==> config.mk <==
export PLATFORM = sky130hd
export DESIGN_NAME = op_schedule_ctrl
export DESIGN_NICKNAME = d
export VERILOG_FILES = /design/src/rtl/op_schedule_ctrl.sv
export SDC_FILE = /design/constraint.sdc
export NUM_CORES = 1
export LEC_CHECK = 0
export ABC_AREA = 1
export CAP_MARGIN = 10
export CORE_AREA = 2 2 93 95
export DETAILED_ROUTE_END_ITERATION = 8
export DIE_AREA = 0 0 95 97
export GPL_TIMING_DRIVEN = 0
export PLACE_DENSITY = 0.92
export SLEW_MARGIN = 20
export SYNTH_ARGS = -nofsm -noshare
export SYNTH_HDL_FRONTEND = slang
export SYNTH_SLANG_ARGS = --single-unit
==> constraint.sdc <==
create_clock -name clk -period 6.1 [get_ports clk]
set_input_delay 1.22 -clock clk [delete_from_list [all_inputs] [get_ports clk]]
set_output_delay 1.22 -clock clk [all_outputs]
set_load 0.05 [all_outputs]
==> src/rtl/op_schedule_ctrl.sv <==
// Loop-nest schedule generator for one unified-buffer port: walks a 4-level nest
// with programmable start delay and initiation interval, driving valid/last/ctrl_vars.
module op_schedule_ctrl #(
    parameter int unsigned W           = 16,
    parameter int unsigned EXT0        = 1,
    parameter int unsigned EXT1        = 4,
    parameter int unsigned EXT2        = 32,
    parameter int unsigned EXT3        = 32,
    parameter int unsigned START_DELAY = 0,
    parameter int unsigned II          = 1
) (
    input  logic         clk,
    input  logic         rst,
    input  logic         flush,
    input  logic         en,
    output logic         valid,
    output logic [W-1:0] ctrl_vars [3:0],
    output logic         last,
    output logic         done
);

    localparam int unsigned DLY_W = (START_DELAY > 1) ? $clog2(START_DELAY) : 1;
    localparam int unsigned II_W  = (II > 1) ? $clog2(II) : 1;

    localparam logic [DLY_W-1:0] DLY_LOAD = DLY_W'((START_DELAY > 0) ? START_DELAY - 1 : 0);
    localparam logic [II_W-1:0]  II_MAX   = II_W'(II - 1);

    localparam logic [W-1:0] LAST0 = W'(EXT0 - 1);
    localparam logic [W-1:0] LAST1 = W'(EXT1 - 1);
    localparam logic [W-1:0] LAST2 = W'(EXT2 - 1);
    localparam logic [W-1:0] LAST3 = W'(EXT3 - 1);

    typedef enum logic [1:0] {
        IDLE,
        DELAY,
        RUN,
        DONE
    } state_t;

    state_t           state, state_nxt;
    logic [DLY_W-1:0] dly_cnt, dly_nxt;
    logic [II_W-1:0]  ii_cnt, ii_nxt;
    logic [W-1:0]     vars_nxt [3:0];
    logic [3:0]       at_end;
    logic             carry;

    assign at_end = {ctrl_vars[3] == LAST3, ctrl_vars[2] == LAST2,
                     ctrl_vars[1] == LAST1, ctrl_vars[0] == LAST0};

    always_comb begin
        state_nxt = state;
        dly_nxt   = dly_cnt;
        ii_nxt    = ii_cnt;
        vars_nxt  = ctrl_vars;
        carry     = 1'b1;
        valid     = (state == RUN) && (ii_cnt == '0) && en;
        last      = valid && (&at_end);
        done      = (state == DONE);

        if (flush) begin
            for (int unsigned i = 0; i < 4; i++) vars_nxt[i] = '0;
            ii_nxt  = '0;
            dly_nxt = DLY_LOAD;
            if (START_DELAY == 0) state_nxt = RUN;
            else                  state_nxt = DELAY;
        end else if (en) begin
            unique case (state)
                DELAY: begin
                    if (dly_cnt == '0) state_nxt = RUN;
                    else               dly_nxt   = dly_cnt - DLY_W'(1);
                end
                RUN: begin
                    ii_nxt = (ii_cnt == II_MAX) ? '0 : ii_cnt + II_W'(1);
                    if (valid) begin
                        if (last) begin
                            state_nxt = DONE;
                        end else begin
                            // Odometer ripples from the innermost level; the final
                            // iteration is diverted to DONE, so the outer carry never escapes.
                            for (int unsigned k = 0; k < 4; k++) begin
                                if (carry) begin
                                    if (at_end[3-k]) begin
                                        vars_nxt[3-k] = '0;
                                    end else begin
                                        vars_nxt[3-k] = ctrl_vars[3-k] + W'(1);
                                        carry         = 1'b0;
                                    end
                                end
                            end
                        end
                    end
                end
                default: ;
            endcase
        end
    end

    always_ff @(posedge clk or posedge rst) begin
        if (rst) begin
            state   <= IDLE;
            dly_cnt <= '0;
            ii_cnt  <= '0;
            for (int unsigned i = 0; i < 4; i++) ctrl_vars[i] <= '0;
        end else begin
            state     <= state_nxt;
            dly_cnt   <= dly_nxt;
            ii_cnt    <= ii_nxt;
            ctrl_vars <= vars_nxt;
        end
    end

endmodule
==> impl_metrics.tcl <==
set metrics [dict create \
    status "finished, final reports clean" \
    synth.net_count 732 \
    p_leak_nw 2.65 \
    ff_latch_area_um2 1650 \
    synth_area_um2 4690 \
    tightest_slew_ns 0.704 \
    boundaryPins 71 \
    routed_wl_um 12700 \
    io_buffers 70 \
    rsz0062_at_grt "false" \
    startpoint_type "input pin" \
    synth_mux_area_frac 0 \
    cts_tree "done" \
    hpwl_um 9370 \
    synth_top_family_by_area "simple AND/OR/NAND/NOR gates" \
    cts_resized 0 \
    drt_iter0_drc 339 \
    power_frac_comb 0.148 \
    clockPowerShare 0.346 \
    ys_types 34 \
    final_common_cell "nand2_1" \
    vias 5017 \
    synthAdderAreaFrac 0.0133 \
    post_cts_buffers 0 \
    slew_headroom 0.531 \
    synth_compound_area_frac 0.0446 \
    cp.arrival_ns 3.32 \
    synth_xor_area_frac 0.0448 \
    hp-start "ctrl_vars[36]" \
    antenna_cells 0 \
    finalCritPeriodShare 0.744 \
    rr_startpoint "ctrl_vars[32]" \
    die_area_um2 9220 \
    post-route-drc-count 0 \
    drv_cap 0 \
    worst_r2r_path_depth 11 \
    grt_pass1_wl_um 21400 \
    grt_pass1_vias 4669 \
    dp.cells 899 \
    fp.dieW_um 95 \
    fillers 688 \
    hold_viol_final 0 \
    stdcell_count 914 \
    core_um2 8130 \
    finalSetupViolCount 0 \
    antenna_found_initial 0 \
    rows 33 \
    required_ns 4.88 \
    yosysWarnings 0 \
    clockRootBuffer "clkbuf_8" \
    grt-ovfl-total 0 \
    min_path_type "reg -> reg" \
    cts.sinks 66 \
    r2r_slack_ns 3.87 \
    worstSetupPathType "in -> out" \
    ant_nets 0 \
    numCtsBuffers 9 \
    pwr_density_cell_nw_per_um2 159 \
    viasPerCell 5.49 \
    r2r_end "ctrl_vars[23]" \
    initial_core_util 0.576 \
    ys_seq_area_frac 0.352 \
    worst_hold_path.endpoint "ctrl_vars[36]" \
    final_cell_mix "nand2_1 (217), nor2_1 (144), nand3_1 (87)" \
    internal-power_mw 0.631 \
    clockBufferDepth 2 \
    holdPathStages 2 \
    clock_latency_ns 0.35 \
    first_pass_iters 5 \
    p_sw_frac 0.305 \
    syn_inst 723 \
    finClkSkew_ns 0.0122 \
    track_usage 0.285 \
    fin_tns_setup_ns 0 \
    p_seq_frac 0.507 \
    power_switching_mw 0.276 \
    peakVddDrop_mv 0.0999 \
    grt_start_max_net_pins 47 \
    cts_hold_buffers 0 \
    layout.nets 814 \
    finalCriticalPeriod_ns 4.54 \
    crit_path_end_kind "output pin" \
    gp_congestion 0.953 \
    clkTransAtPathRegs_ns 0.07 \
    yosys.area_share.simple 0.461 \
    drive_above_1_share 0.0581 \
    multi_input_area_um2 2640 \
    wl_per_cell_um 13.9 \
    maxSlewViolCount 0 \
    dieHeight_um 97 \
    area_growth_pct 21.6 \
    final_core_util 0.701 \
    fmax_mhz 220 \
    path_max_fanout 5 \
    cts_max_level 3 \
    yosys_register_bits 66 \
    avgSynthCellArea_um2 6.48 \
]
-- cell families (layout without fill, tap and decap cells) --
| family | count (synthesis) | count (layout) |
|---|---|---|
| AO/OA/AOI/OAI | 35 | 35 |
| XOR/XNOR | 24 | 24 |
| adder cells (fa/ha/maj) | 5 | 5 |
| buffers and inverters | 89 | 175 |
| flip-flops | 66 | 66 |
| AND/OR/NAND/NOR | 504 | 504 |
-- cell type report --
| class | count | area share |
|---|---|---|
| buffer | 21 | 0.0241 |
| clock buffer | 12 | 0.0237 |
| clock inverter | 3 | 0.00307 |
| inverter | 68 | 0.0452 |
| multi-input combinational | 568 | 0.463 |
| sequential | 66 | 0.290 |
| tap | 105 | 0.0230 |
| timing repair buffer | 71 | 0.128 |
-- power groups by stage --
stage	Combinational [mW]	Clock (mW)	Sequential, mW
floorplan	0.0610	0	0.493
detailed placement	0.133	0	0.467
global route	0.146	0.334	0.460
global placement	0.127	0	0.466
finish	0.134	0.313	0.460
CTS	0.134	0.315	0.459
-- state kept, by name, indices dropped and copies added (netlist names) --
signal and flops:
ctrl_vars 64, state 2
-- worst max-delay path, stage by stage --
cell and delay, ns:
clkdlybuf4s50_1 0.53, nand2_1 0.11, inv_1 0.20, nand3_1 0.13, nor2_1 0.26, clkdlybuf4s50_1 0.87
-- through the flow --
stage	total power [mW]	cell area, um2	setup slack, ns	hold WS, ns
5_1_grt	0.940	5700	1.50	0.556
4_1_cts	0.908	5700	1.59	0.534
2_1_floorplan	0.554	4690	2.30	0.482
6_report	0.907	5700	1.56	0.537
3_5_place_dp	0.601	5550	1.63	0.517
3_3_place_gp	0.593	5520	1.65	0.492
-- metal layers --
metal,up-vias,GRT usage,wire [um]
li1,2469,-,-
met1,2331,0.394,5570
met2,195,0.456,6040
met3,22,0.0452,918
met4,0,0.0936,192
met5,-,0,0
-- worst max-delay path by stage --
stage	from	endpoint	slack, ns
5_1_grt	en	last	1.50
2_1_floorplan	en	last	2.30
6_report	en	last	1.56
3_3_place_gp	en	last	1.65
3_5_place_dp	en	last	1.63
4_1_cts	en	last	1.59
-- synth_stat cells --
cell | instances | area [um2]
clkbuf_1 | 7 | 26.3
nand3_4 | 1 | 17.5
nand3_2 | 2 | 20.0
buf_2 | 2 | 10.0
nand2_2 | 4 | 25.0
a211o_1 | 1 | 8.76
nand3_1 | 87 | 435
inv_2 | 3 | 11.3
a21oi_1 | 5 | 25.0
o211ai_1 | 1 | 7.51
nand2_1 | 217 | 815
nor3_1 | 18 | 90.1
nand2_4 | 1 | 11.3
xnor2_1 | 2 | 17.5
a31oi_1 | 2 | 12.5
nor3b_1 | 7 | 52.6
dfrtp_1 | 66 | 1650
a211oi_1 | 1 | 7.51
inv_1 | 65 | 244
or2_2 | 2 | 12.5
o22ai_1 | 1 | 6.26
nor2_2 | 4 | 25.0
xor2_1 | 22 | 193
o21ai_4 | 1 | 16.3
nand4_1 | 15 | 93.8
nor2_1 | 144 | 541
ha_1 | 5 | 62.6
buf_4 | 3 | 22.5
nor2_4 | 2 | 22.5
o21ai_2 | 2 | 17.5
o21bai_1 | 1 | 7.51
o21ai_0 | 20 | 100
buf_6 | 6 | 67.6
buf_1 | 3 | 11.3
No activity file was read; power rests on OpenSTA's default activity.
